[src/rtl/uart_pkg.sv]
// Shared UART definitions: transmitter state encoding, baud divisor and
// sizing helpers. The PARITY state exists only when UART_TX_PARITY_EN is defined.
package uart_pkg;

  // Transmitter FSM states
  typedef enum logic [2:0] {
    ST_IDLE   = 3'd0,
    ST_START  = 3'd1,
    ST_DATA   = 3'd2,
`ifdef UART_TX_PARITY_EN
    ST_PARITY = 3'd3,
`endif
    ST_STOP   = 3'd4
  } tx_state_e;

`ifdef UART_TX_PARITY_EN
  localparam int unsigned PARITY_BITS = 1;
`else
  localparam int unsigned PARITY_BITS = 0;
`endif

  // Clock cycles per line bit, integer-truncated
  function automatic int unsigned baud_div(input int unsigned clk_freq,
                                           input int unsigned baudrate);
    return clk_freq / baudrate;
  endfunction

  // Clock cycles for one complete frame
  function automatic int unsigned frame_cycles(input int unsigned div,
                                               input int unsigned data_width,
                                               input int unsigned stop_bits);
    return (1 + data_width + PARITY_BITS + stop_bits) * div;
  endfunction

  // Width of an occupancy counter able to hold 0..depth
  function automatic int unsigned count_width(input int unsigned depth);
    return $clog2(depth) + 1;
  endfunction

endpackage

[src/rtl/sync_fifo.sv]
// Single-clock FIFO with synchronous active-low flush. Pushes are dropped
// when full and pops when empty; dout always presents the head entry.
module sync_fifo #(
  parameter int unsigned WIDTH = 8,
  parameter int unsigned DEPTH = 4
) (
  input  logic                   clk,
  input  logic                   rst_n,
  input  logic                   push,
  input  logic [WIDTH-1:0]       din,
  input  logic                   pop,
  output logic [WIDTH-1:0]       dout,
  output logic                   full,
  output logic                   empty,
  output logic [$clog2(DEPTH):0] count
);

  localparam int unsigned AW = $clog2(DEPTH);

  logic [WIDTH-1:0] mem [DEPTH];
  logic [AW-1:0]    wr_ptr;
  logic [AW-1:0]    rd_ptr;
  logic [AW:0]      cnt_q;
  logic             do_push;
  logic             do_pop;

  assign full    = (cnt_q == (AW+1)'(DEPTH));
  assign empty   = (cnt_q == '0);
  assign do_push = push && !full;
  assign do_pop  = pop && !empty;
  assign dout    = mem[rd_ptr];
  assign count   = cnt_q;

  // Pointers wrap naturally because DEPTH is a power of two
  always_ff @(posedge clk) begin
    if (!rst_n) begin
      wr_ptr <= '0;
      rd_ptr <= '0;
      cnt_q  <= '0;
    end else begin
      if (do_push) wr_ptr <= wr_ptr + AW'(1);
      if (do_pop)  rd_ptr <= rd_ptr + AW'(1);
      case ({do_push, do_pop})
        2'b10:   cnt_q <= cnt_q + (AW+1)'(1);
        2'b01:   cnt_q <= cnt_q - (AW+1)'(1);
        default: cnt_q <= cnt_q;
      endcase
    end
  end

  // Storage needs no reset; a flush only clears the pointers
  always_ff @(posedge clk) begin
    if (do_push) mem[wr_ptr] <= din;
  end

endmodule

[src/rtl/uart_tx_fifo.sv]
// Buffered UART transmitter: FIFO ahead of a start/data/[parity]/stop shifter
// paced by a single-clock baud counter. Frames go out back-to-back while
// words are queued. Optional parity stage: define UART_TX_PARITY_EN.
module uart_tx_fifo
  import uart_pkg::*;
#(
  parameter int unsigned CLK_FREQ      = 50000000,
  parameter int unsigned BAUDRATE      = 9600,
  parameter int unsigned DATA_WIDTH    = 8,
  parameter int unsigned STOP_BIT_SIZE = 1,
  parameter int unsigned FIFO_DEPTH    = 4,
  parameter int unsigned PARITY_ODD    = 0
) (
  input  logic                        clk,
  input  logic                        rst_n,
  input  logic                        in_valid,
  input  logic [DATA_WIDTH-1:0]       in_data,
  output logic                        in_ready,
  output logic                        line,
  output logic                        busy,
  output logic [$clog2(FIFO_DEPTH):0] fifo_count
);

  localparam int unsigned DIV = baud_div(CLK_FREQ, BAUDRATE);
  localparam int unsigned BW  = $clog2(DIV);
  localparam int unsigned IW  = $clog2(DATA_WIDTH);

  // Reject unsupported configurations at elaboration
  if (DIV < 2 || DATA_WIDTH < 5 || DATA_WIDTH > 9 || STOP_BIT_SIZE < 1 ||
      STOP_BIT_SIZE > 2 || FIFO_DEPTH < 2 || PARITY_ODD > 1 ||
      (FIFO_DEPTH & (FIFO_DEPTH - 1)) != 0) begin : g_cfg_check
    $error("uart_tx_fifo: unsupported parameter set");
  end

  tx_state_e             state_q, state_d;
  logic                  line_q, line_d;
  logic [DATA_WIDTH-1:0] shift_q, shift_d;
  logic [IW-1:0]         bit_q, bit_d;
  logic                  stop_q, stop_d;
`ifdef UART_TX_PARITY_EN
  logic                  parity_q, parity_d;
`endif
  logic [BW-1:0]         baud_q;
  logic                  tick;
  logic                  pop;
  logic [DATA_WIDTH-1:0] fifo_head;
  logic                  fifo_full;
  logic                  fifo_empty;

  sync_fifo #(
    .WIDTH (DATA_WIDTH),
    .DEPTH (FIFO_DEPTH)
  ) u_fifo (
    .clk   (clk),
    .rst_n (rst_n),
    .push  (in_valid),
    .din   (in_data),
    .pop   (pop),
    .dout  (fifo_head),
    .full  (fifo_full),
    .empty (fifo_empty),
    .count (fifo_count)
  );

  assign in_ready = !fifo_full;
  assign busy     = (state_q != ST_IDLE) || !fifo_empty;
  assign line     = line_q;
  assign tick     = (baud_q == BW'(DIV - 1));

  // Bit-period counter; restarts on every frame start so the start bit is a full period
  always_ff @(posedge clk) begin
    if (!rst_n || pop || state_q == ST_IDLE || tick) baud_q <= '0;
    else                                             baud_q <= baud_q + BW'(1);
  end

  // State and datapath registers
  always_ff @(posedge clk) begin
    if (!rst_n) begin
      state_q  <= ST_IDLE;
      line_q   <= 1'b1;
      shift_q  <= '0;
      bit_q    <= '0;
      stop_q   <= 1'b0;
`ifdef UART_TX_PARITY_EN
      parity_q <= 1'b0;
`endif
    end else begin
      state_q  <= state_d;
      line_q   <= line_d;
      shift_q  <= shift_d;
      bit_q    <= bit_d;
      stop_q   <= stop_d;
`ifdef UART_TX_PARITY_EN
      parity_q <= parity_d;
`endif
    end
  end

  // Next-state, next-line and FIFO pop decisions
  always_comb begin
    state_d  = state_q;
    line_d   = line_q;
    shift_d  = shift_q;
    bit_d    = bit_q;
    stop_d   = stop_q;
`ifdef UART_TX_PARITY_EN
    parity_d = parity_q;
`endif
    pop      = 1'b0;

    case (state_q)
      ST_IDLE: begin
        if (!fifo_empty) begin
          pop     = 1'b1;
          shift_d = fifo_head;
`ifdef UART_TX_PARITY_EN
          parity_d = (^fifo_head) ^ 1'(PARITY_ODD);
`endif
          line_d  = 1'b0;
          state_d = ST_START;
        end
      end
      ST_START: begin
        if (tick) begin
          line_d  = shift_q[0];
          shift_d = shift_q >> 1;
          bit_d   = '0;
          state_d = ST_DATA;
        end
      end
      ST_DATA: begin
        if (tick) begin
          if (bit_q == IW'(DATA_WIDTH - 1)) begin
`ifdef UART_TX_PARITY_EN
            line_d  = parity_q;
            state_d = ST_PARITY;
`else
            line_d  = 1'b1;
            stop_d  = 1'b0;
            state_d = ST_STOP;
`endif
          end else begin
            line_d  = shift_q[0];
            shift_d = shift_q >> 1;
            bit_d   = bit_q + IW'(1);
          end
        end
      end
`ifdef UART_TX_PARITY_EN
      ST_PARITY: begin
        if (tick) begin
          line_d  = 1'b1;
          stop_d  = 1'b0;
          state_d = ST_STOP;
        end
      end
`endif
      ST_STOP: begin
        if (tick) begin
          if (stop_q == 1'(STOP_BIT_SIZE - 1)) begin
            // Chain straight into the next frame when more data is queued
            if (!fifo_empty) begin
              pop     = 1'b1;
              shift_d = fifo_head;
`ifdef UART_TX_PARITY_EN
              parity_d = (^fifo_head) ^ 1'(PARITY_ODD);
`endif
              line_d  = 1'b0;
              state_d = ST_START;
            end else begin
              state_d = ST_IDLE;
            end
          end else begin
            stop_d = 1'b1;
          end
        end
      end
      default: begin
        line_d  = 1'b1;
        state_d = ST_IDLE;
      end
    endcase
  end

endmodule

[config.mk]
export PLATFORM = sky130hd
export DESIGN_NAME = uart_tx_fifo
export DESIGN_NICKNAME = d
export VERILOG_FILES = /design/src/rtl/uart_pkg.sv /design/src/rtl/sync_fifo.sv /design/src/rtl/uart_tx_fifo.sv
export SDC_FILE = /design/constraint.sdc
export NUM_CORES = 1
export LEC_CHECK = 0
export CAP_MARGIN = 20
export CORE_MARGIN = 10
export CORE_UTILIZATION = 45
export CTS_CLUSTER_DIAMETER = 30
export DETAILED_ROUTE_END_ITERATION = 10
export SETUP_SLACK_MARGIN = 0.5
export SLEW_MARGIN = 30
export SYNTH_ARGS = -nofsm -noshare
export SYNTH_HDL_FRONTEND = slang
export SYNTH_SLANG_ARGS = --single-unit
[constraint.sdc]
create_clock -name clk -period 6.1 [get_ports clk]
set_clock_uncertainty 0.15 [all_clocks]
set_input_delay 0.915 -clock clk [delete_from_list [all_inputs] [get_ports clk]]
set_output_delay 0.915 -clock clk [all_outputs]
set_load 0.05 [all_outputs]
======== After elaboration in Yosys (flattened, before gate mapping) ========
Memories as Yosys holds them, arrays and structs flattened. A register that Yosys moved wholly into a read port is not among the register bits.
Cells that the tools add are included.
operators by class
  add/sub/neg operators ................... 6
  mux-type cells .......................... 40
  reduce and logical (&&, ||, !) cells .... 21
  eq/ne operators ......................... 15
operators with widths
  kind                                                 count
  2-to-1 mux 8 bit                                     6
  case mux 8 bit (4 select lines)                      1
  2-to-1 mux 3 bit                                     9
  2-to-1 mux 1 bit                                     16
  != test 2 bit, second input constant                 7
  adder 13 x 1 -> 13 bit, second input constant        1
  equality test 13 bit, second input constant          1
  case mux 3 bit (2 select lines)                      2
  case mux 3 bit (4 select lines)                      1
  AND reduction 4 bit                                  3
  AND reduction 6 bit                                  2
  equality test 3 bit, second input constant           3
  adder 3 x 1 -> 3 bit, second input constant          2
  zero test 3 bit                                      2
  nonzero test 2 bit                                   3
  adder 2 x 1 -> 2 bit, second input constant          2
  logical OR 1 bit                                     4
  2-to-1 mux 2 bit                                     2
  case mux 1 bit (2 select lines)                      2
  case mux 1 bit (4 select lines)                      1
  nonzero test 4 bit                                   1
  equality test 3 x 1 -> 1 bit, second input constant  1
  equality test 3 x 2 -> 1 bit, second input constant  1
  zero test 1 bit                                      3
  5 further kinds                                      6
word-level totals
  output and inout port bits .............. 6
  input bits .............................. 11
  memories ................................ 1
  bits in registers ....................... 36
  memory bits (writable) .................. 32
memories
  name        words  bits a word  read ports  clocked after memory_dff  write ports  line             text
  u_fifo.mem  4      8            1           1                         1            sync_fifo.sv:20  logic [WIDTH-1:0] mem [DEPTH];

======== Longest topological paths before layout ========
  word-level depth ........................ 8
  mapped depth ............................ 11
  gate-level depth less buffers ........... 10

======== Modules after synthesis ========
A second synthesis with hierarchy kept.
second synthesis, totals
  cell total of the unflattened synthesis .. 272
  area, all modules ....................... 3220.6 um^2
modules (own cells, without submodules)
  module        area each (um^2)  instances  cells an instance
  sync_fifo     1644.1            1          96
  uart_tx_fifo  1576.5            1          176

======== Worst setup path after synthesis ========
No wires, ideal clock.
  kind .................................... flip-flop to flip-flop
  from .................................... register baud_q[7]
  to ...................................... register u_fifo.cnt_q[2], in the netlist u_fifo.count[2]
  period minus slack after synthesis ...... 3.079 ns
  buffers on the path ..................... 1
  required time ........................... 5.877 ns
  arrival ................................. 2.855 ns
  path slack .............................. 3.021 ns
  stages on the path, launching flop included .. 11
  cells stage by stage .................... dfxtp_1 or4_1 or3_1 buf_2 a21oi_1 ha_1 inv_1 fa_1 xor2_1 or3_1 a21oi_1
between the ends
  word-level cells in the longest chain between the ends .. 6
  elaborated cells between the ends (all ways) .. 8
RTL lines
  element                                                                line                 text
  start: declaration                                                     uart_tx_fifo.sv:43   logic [BW-1:0] baud_q;
  start signal: assignment                                               uart_tx_fifo.sv:73   else baud_q <= baud_q + BW'(1);
  equality test 13 bit (*)                                               uart_tx_fifo.sv:68   assign tick = (baud_q == BW'(DIV - 1));
  2-to-1 mux 1 bit (*)                                                   uart_tx_fifo.sv:159  if (tick) begin
  case mux 1 bit (2 select lines) (*)                                    uart_tx_fifo.sv:111  case (state_q)
  logical AND 1 bit (*)                                                  sync_fifo.sv:30      assign do_pop = pop && !empty;
  net u_fifo.do_pop                                                      sync_fifo.sv:25      logic do_pop;
  equality test 2 x 1 -> 1 bit or equality test 2 bit (tied branches)    sync_fifo.sv:43      case ({do_push, do_pop})
  case mux 3 bit (2 select lines) or nonzero test 2 bit (tied branches)  --
  end signal: assignment                                                 sync_fifo.sv:44      2'b10: cnt_q <= cnt_q + (AW+1)'(1);
  end signal: assignment                                                 sync_fifo.sv:45      2'b01: cnt_q <= cnt_q - (AW+1)'(1);
  end signal: assignment                                                 sync_fifo.sv:46      default: cnt_q <= cnt_q;
  end: declaration                                                       sync_fifo.sv:23      logic [AW:0] cnt_q;
The timed path passes the listed nets; every way through them passes the cells marked *.
A chain may end at the register's enable or synchronous reset.

======== Final worst setup path ========
Same ends and word-level chain as after synthesis.

==> out/metrics.csv <==
stage,metric,value,unit
global_routing,grt_pass1_wl,9.75,mm
clock_tree,cts_made_buffers,9,
timing,hold_slack,308,ps
floorplan,fp.dieW,103,µm
clock_tree,cts_tree,done,
clock_tree,clk_latency,350,ps
timing,period_minus_slack,3500,ps
place,gp_congestion,0.762,
drt,routedWlPerCell,15.4,µm
timing,fin_ws,2600,ps
place,portBuffers,16,
logic_synthesis,ys_seq_area_share,54.5,%
pwr,peakVddDrop,0.000162,V
global_routing,grt_pass1_vias,2011,
timing,hold_violations,0,
logic_synthesis,synth_largest_area_cell,edfxtp_1,
global_routing,grt_max_degree,25,
global_routing,antenna_found_initial,0,
clock_tree,cts_resized,0,
floorplan,core-area,6760,µm²
pwr,power,1.33,mW
clock_tree,holdBufCountCts,0,
drt,dr.first_iter.drc_count,98,
logic_synthesis,synth_area_leaders,"edfxtp_1 (31%), dfxtp_1 (24%), mux4_2 (5.8%)",
setup_path,critPathRequiredTime,6220,ps
pwr,power_leakage,1.20,nW
logic_synthesis,synth_area,3120,µm²
drt,finalWirelength,5.65,mm
layout,fillCellCount,609,
timing,fin_tns_setup,0,ps
floorplan,die_h,103,µm
setup_path,critPathArrivalTime,3620,ps
logic_synthesis,yosys_warnings,0,
logic_synthesis,synth_nets,285,
layout,mostFrequentLayoutCells,"dfxtp_1 (37), edfxtp_1 (32), nor2_1 (22)",
logic_synthesis,syn_avg_cell_area,11.8,µm²
logic_synthesis,synth.ff_latch_count,69,
layout,drive_above_1_share,13.6,%
drt,drc,0,
logic_synthesis,synth_flop_cell,dfxtp_1,
clock_tree,clockBufferDepth,2,
setup_path,cp-startpoint,baud_q[7]$_SDFF_PP0_,
layout,antenna_cells,0,
setup_path,crit_path_end_kind,flip-flop,
setup_path,reg2reg_from,baud_q[7]$_SDFF_PP0_,
clock_tree,clock-sinks,69,
status,status,completed,
layout,final_util,52.1,%
clock_tree,htree_levels,3,
timing,fin_crit_sh,57.3,%
logic_synthesis,synthCells,265,
hold_path,min_path_type,reg2reg,
global_routing,overflow,0,
drt,num_vias,2038,
place,dp_worst_setup_slack,2630,ps
place,place_hpwl,4.01,mm
floorplan,row_count,30,
logic_synthesis,ys_types,46,
global_routing,use_met2,17.2,%
global_routing,gr-usage-all-layers,11.9,%
layout,nNetsFinal,302,
timing,slew-limit-headroom,44.7,%
timing,setup_violations,0,
global_routing,top_usage_layer,met2,
timing,slew_violations,0,
drt,drt_pass1_iterations,4,
drt,antenna_left,0,
floorplan,pin_count,17,
logic_synthesis,synth_top_area_share,30.8,%
hold_path,hp-start,bit_q[1]$_SDFFE_PN0P_,
pwr,power_density,379,nW/µm²
clock_tree,clk_pin_slew,80,ps
clock_tree,cts-root-buf,clkbuf_8,
timing,worst_pin_slew,827,ps
setup_path,worstPathMaxFanout,17,
clock_tree,post-cts-setup-buffers,0,
global_routing,grt_use_met1,15.7,%
setup_path,start_kind,flip-flop,
timing,fmaxAchievable,286,MHz
logic_synthesis,synth_async_sr_flop_share,0,%
global_routing,met3_usage,3.46,%
logic_synthesis,synth-edff-count,32,
layout,area_delta_synth_final,12.7,%
layout,layout_commonest_cell,dfxtp_1,
job,max_cap_violations,0,
floorplan,initial_core_util,46.2,%
timing,rsz0062_at_grt,no,
drt,avgViaCountPerCell,5.55,
floorplan,die_area,10700,µm²
setup_path,worstSetupPathType,reg2reg,
## path summary, 6_finish.rpt
path	end	slack (ps)	cells past startpoint
min reg2reg	bit_q[1]$_SDFFE_PN0P_	310	2
min	bit_q[1]$_SDFFE_PN0P_	310	2
max	u_fifo.count[2]$_SDFFE_PN0P_	2600	9
max reg2reg	u_fifo.count[2]$_SDFFE_PN0P_	2600	9
## worst max-delay path, stage by stage (launching register included)
cell and delay [ps]:
dfxtp_1 380, or4_1 560, or3_1 630, a21oi_1 440, ha_1 250, inv_1 60
fa_1 370, xor2_1 150, or3_1 300, a21oi_1 130
## where the power goes
| group | switching (mW) | internal [mW] |
|---|---|---|
| Combinational | 0.215 | 0.166 |
| Clock | 0.184 | 0.149 |
| Sequential | 0.0618 | 0.559 |
## routing by layer
layer	wire (µm)	up-vias
met2	2460	33
met5	0	-
met3	229	13
li1	-	1018
met4	119	0
met1	2840	974
## per-stage QoR
stage               instances  instance area [µm²]
floorplan                 265                 3120
global placement          351                 3350
detailed placement        351                 3350
CTS                       367                 3520
global route              367                 3520
finish                    367                 3520
## area by class of cell
class	instances	area [µm²]	area share [%]
clock inverter	7	50.0	1.42
inverter	16	60.1	1.71
timing repair buffer	18	175	4.97
sequential	69	1700	48.3
multi-input combinational	168	1310	37.2
tap	80	100	2.84
clock buffer	9	124	3.52
## cells in the mapped netlist, drive strengths merged, types with 2 or more instances
cell type / number
nor4: 2
edfxtp: 32
or3b: 2
mux4: 8
mux2i: 10
or2: 2
a211oi: 2
inv: 15
clkbuf: 8
ha: 8
nand3: 13
or3: 4
or4: 3
nor4b: 3
nor3: 5
nor2: 22
nand2: 15
xnor2: 10
nand4: 10
and3: 6
dfxtp: 37
o211ai: 9
o21ai: 3
xor2: 5
buf: 4
nor3b: 2
a21oi: 10
## logic make-up after synthesis
logic type | synth area share (%)
AO/OA/AOI/OAI | 8.93
XOR/XNOR | 4.20
adder cells (fa/ha/maj) | 3.84
buffers and inverters | 3.56
flip-flops | 54.5
multiplexers | 8.97
AND/OR/NAND/NOR | 16.0
## sequential cells by signal, indices dropped and copies added (netlist names), named ones only
register and count:
baud_q 13, state_q 3, u_fifo.mem 32, u_fifo.rd_ptr 2, u_fifo.count 3, line 1, u_fifo.wr_ptr 2, shift_q 8
bit_q 3
Note: power is estimated with default switching activity, not from simulation.
==> RTL edit 1: new RTL, same settings <==
Add a define of `UART_TX_PARITY_EN`.
--- a/src/rtl/uart_pkg.sv
+++ b/src/rtl/uart_pkg.sv
@@ -1,4 +1,6 @@
 // Shared UART definitions: transmitter state encoding, baud divisor and
 // sizing helpers. The PARITY state exists only when UART_TX_PARITY_EN is defined.
+`define UART_TX_PARITY_EN
+
 package uart_pkg;
 
Check against the original RTL: no difference found for any inputs over 10 cycles, from zero or initial values and one cycle with rst_n low; that may be too few to reach the edited logic, so the function may still have changed.
==> RTL edit 1 against the unedited design <==
- design area increased by 0.50%
- critical path depth unchanged
- count of clock-buffer cells in the layout unchanged
- sequential cell count increased by 1
- synthesized cell count decreased by 5.3%
- area after synthesis decreased by 1.2%
- via count decreased by 8.7%
- wire length decreased by 6.3%
- total power increased by 26%
- worst setup slack improved by 260 ps
==> RTL edit 1: results <==
group,metric,value,unit
critical_path,slowest_delay,550,ps
yosys,synth_nets,271,
clocking,clk_latency,350,ps
yosys,postSynthAreaPerCell,12.3,um^2
pwr,p_seq,0.631,mW
layout,regMostFlops,"u_fifo.mem",
pwr,p_int,1.13,mW
route,routed_via_density,5.30,
layout,final_layout_size_suffix_gt1_share,10.7,%
critical_path,worstPathArrival,3370,ps
yosys,yosysSeqAreaShare,55.8,%
flow_run,cap_violations,0,
layout,fin_cells,351,
placed_design,place_hpwl,3550,um
outcome,outcome,"complete, no violations",
pwr,leakagePower,1.25,nW
clocking,cts_buffers,9,
critical_path,cp_max_fo,7,
pwr,combPwrFrac,33.6,%
grt,track_usage,10.7,%
layout,top_regs,"u_fifo.mem: 32 flops, baud_q: 13 flops, shift_q: 8 flops",
yosys,synth_compound_area_share,9.25,%
route,dr.first_iter.drc_count,88,
critical_path,cpLargestDelayFamily,"simple AND/OR/NAND/NOR gates",
yosys,yosys.area_share.xor_xnor,6.81,%
placed_design,placed_area,0.00328,mm^2
yosys,synth.mux.area_fraction,8.76,%
route,avgRoutedWirePerCell,15.1,um
placed_design,place_congestion,0.750,
yosys,synth.area.top_cells,"edfxtp_1 (31%), dfxtp_1 (25%), mux4_2 (5.8%), xnor2_1 (3.7%), ha_1 (3.2%)",
critical_path,r2r_slack,2860,ps
timing,maxSlewHeadroom,53.3,%
critical_path,rr_startpoint,"baud_q[9]",
yosys,synth_common_cells,"dfxtp_1 (38), edfxtp_1 (32), nor2_1 (25)",
worst_hold_path,hp-start,"baud_q[0]",
timing,hold_ws,327,ps
worst_hold_path,hold_end,"baud_q[0]",
layout,diodes,0,
yosys,yosysUniqueCellTypes,42,
yosys,synth_fa_ha_area_share,3.89,%
yosys,yosysWarnings,0,
grt,grt_pass1_vias,1840,
worst_hold_path,hold_depth,1,
pwr,powerComb,0.565,mW
layout,final_nets,286,
pwr,worst_ir_drop_vdd,197,uV
critical_path,crit_path_top_delay_cell,"or4b_4",
placed_design,dp_cells,335,
grt,grt_pass1_wl,8650,um
grt,grt_start_max_net_pins,22,
clocking,post_cts_buffers,0,
-- RTL edit 1: cell type report --
class | instances | area, um^2
Clock buffer | 9 | 124
Sequential cell | 70 | 1720
Timing Repair Buffer | 16 | 160
Tap cell | 80 | 100
Inverter | 9 | 33.8
Clock inverter | 7 | 136
Fill cell | 594 | 3180
Multi-Input combinational cell | 160 | 1260
-- RTL edit 1: worst max path at each step --
stage	cells after the start	to	slack, ps	startpoint
floorplan	9	u_fifo.count[2]	3010	u_fifo.count[2]
global placement	9	u_fifo.count[2]	2930	baud_q[9]
detailed placement	9	u_fifo.count[2]	2880	baud_q[9]
CTS	9	u_fifo.count[2]	2860	baud_q[9]
global route	9	u_fifo.count[2]	2710	baud_q[4]
finish	9	u_fifo.count[2]	2860	baud_q[9]
-- RTL edit 1: routing by layer --
metal	share of wire [%]	GRT usage, %
met2	46	16.4
met4	1.6	5.13
met5	0	0
met3	4.1	3.62
met1	48	13.2
==> RTL edit 2: new RTL, config.mk and constraints unchanged <==
Made on the original files. Put a register stage on the output `fifo_count`, with the module's reset. The value now appears one clock later. The other outputs are not delayed to match.
--- a/src/rtl/uart_tx_fifo.sv
+++ b/src/rtl/uart_tx_fifo.sv
@@ -25,4 +25,6 @@
   localparam int unsigned BW  = $clog2(DIV);
   localparam int unsigned IW  = $clog2(DATA_WIDTH);
+
+  logic [$clog2(FIFO_DEPTH):0] fifo_count_d;
 
   // Reject unsupported configurations at elaboration
@@ -60,5 +62,5 @@
     .full  (fifo_full),
     .empty (fifo_empty),
-    .count (fifo_count)
+    .count (fifo_count_d)
   );
 
@@ -183,4 +185,12 @@
   end
 
+  always_ff @(posedge clk) begin
+    if (!rst_n) begin
+      fifo_count <= '0;
+    end else begin
+      fifo_count <= fifo_count_d;
+    end
+  end
+
 endmodule
 
Check against the original RTL: not equivalent (Yosys sat finds a counterexample within 4 cycles, from zero or initial values and one cycle with rst_n low).
==> RTL edit 2 against the unedited design <==
- first-iteration DRC count increased by 5.1%
- register-to-register slack improved by 670 ps
- area after synthesis increased by 2.8%
- design area increased by 2.6%
- total power increased by 4.8%
- final cell count increased by 4.4%
- wire length increased by 4.6%
- worst setup slack improved by 340 ps
- via count decreased by 0.29%
- clock power increased by 3%
- sequential cell count increased by 3
==> RTL edit 2: results <==
group,metric,value,unit
outcome,outcome,"complete, no violations",
pwr,worst_ir_drop_vdd,180,uV
route,avgRoutedWirePerCell,15.4,um
yosys,synth_nets,287,
grt,grt_start_max_net_pins,20,
yosys,yosysUniqueCellTypes,47,
clocking,clk_latency,340,ps
layout,n_fill_cell,617,
critical_path,worstPathArrival,3260,ps
route,drt-pass1-iter-count,4,
critical_path,cp_max_fo,19,
layout,final_nets,302,
yosys,dominantRegCellSynth,"dfxtp_1",
pwr,leakagePower,1.19,nW
route,ant_nets,0,
critical_path,slowest_delay,870,ps
critical_path,cpLargestDelayFamily,"buffers and inverters",
critical_path,r2r_slack,3270,ps
critical_path,reg2reg_to,"u_fifo.count[2]",
grt,grt_pass1_vias,1961,
clocking,htreeDepth,3,
clocking,post_cts_buffers,0,
critical_path,startpoint,"rst_n",
yosys,synth_common_cells,"dfxtp_1 (40), edfxtp_1 (32), nor2_1 (19)",
critical_path,r2r_cells,10,
yosys,yosysSeqAreaShare,54.9,%
worst_hold_path,hp-class,"reg2reg",
yosys,synth.area.top_cells,"edfxtp_1 (30%), dfxtp_1 (25%), mux4_2 (5.6%), ha_1 (3.1%), nand4_1 (3.1%)",
yosys,synth_area_leader_cell,"edfxtp_1",
yosys,synth_edf_count,32,
layout,final_layout_size_suffix_gt1_share,13.9,%
grt,antenna_found_initial,0,
clocking,clock_tree.buffer_depth,2,
grt,grt_pass1_wl,9810,um
critical_path,cp-endpoint,"baud_q[11]",
critical_path,rr_startpoint,"baud_q[0]",
yosys,yosysWarnings,0,
timing,tightest_slew,764,ps
clocking,clock-root-buffer,"clkbuf_8",
clocking,cts_buffers,9,
clocking,cts.clk_slew.worst_paths,80,ps
yosys,async_reset_ff_share,0,%
placed_design,port_buffers,16,
route,dr.first_iter.drc_count,103,
grt,track_usage,11.1,%
layout,top_regs,"u_fifo.mem: 32 flops, baud_q: 13 flops, shift_q: 8 flops",
critical_path,crit_path_top_delay_cell,"clkdlybuf4s50_1",
layout,diodes,0,
route,routed_via_density,5.31,
placed_design,place_congestion,0.750,
clocking,cts_resized,0,
placed_design,place_hpwl,4100,um
[RTL edit 2: layout make-up]
type	instances	area, um^2	share of cell area [%]
flip-flops and latches	72	1760	48.8
multi-input cells	169	1340	37.1
repair buffers	16	160	4.43
clock buffers	9	124	3.43
well taps	96	120	3.33
clock inverters	7	53.8	1.49
inverters	14	52.6	1.45
[RTL edit 2: per-layer routing]
layer,share of wire (%),up-vias,global-route usage (%),routed length [um]
met2,49,22,17.6,2890
met3,3.1,10,2.97,181
met5,0,-,0,0
li1,-,1030,-,-
met1,47,970,13.5,2750
met4,1.6,0,5.37,95
[RTL edit 2: worst min-delay path, stage by stage, from the launching register on]
cell and delay [ps]:
dfxtp_1 320, nand2_1 50, a21oi_1 50
[RTL edit 2: how the worst min path moves through the flow]
| stage | startpoint | endpoint | slack [ps] | cells past startpoint |
|---|---|---|---|---|
| 2_1_floorplan | baud_q[0] | baud_q[0] | 280 | 1 |
| 3_3_place_gp | baud_q[0] | baud_q[0] | 290 | 1 |
| 3_5_place_dp | bit_q[1] | bit_q[1] | 300 | 2 |
| 4_1_cts | bit_q[1] | bit_q[1] | 310 | 2 |
| 5_1_grt | shift_q[7] | shift_q[7] | 330 | 2 |
| 6_report | bit_q[1] | bit_q[1] | 310 | 2 |
[RTL edit 2: kinds of logic after synthesis]
group / after synthesis / share of synthesized area [%]
flip-flops: 72 / 54.9
AND/OR/NAND/NOR: 90 / 17.3
XOR/XNOR: 11 / 3.00
adder cells (fa/ha/maj): 9 / 3.74
buffers and inverters: 26 / 3.39
multiplexers: 16 / 8.11
AO/OA/AOI/OAI: 43 / 9.63
[RTL edit 2: through the flow]
| step | worst slack [ps] | hold slack [ps] | std cells | cell area [um^2] |
|---|---|---|---|---|
| after detailed placement | 2610 | 302 | 367 | 3430 |
| after CTS | 2960 | 312 | 383 | 3610 |
| after global placement | 2660 | 293 | 367 | 3430 |
| final | 2950 | 311 | 383 | 3610 |
| after floorplan | 3430 | 280 | 267 | 3210 |
| after global routing | 2650 | 332 | 383 | 3610 |
[RTL edit 2: power by group]
group	leakage [nW]	internal [mW]	switching (mW)
clock	0.0827	0.151	0.191
sequential	0.619	0.581	0.0632
combinational	0.492	0.173	0.240
total	1.19	0.904	0.493
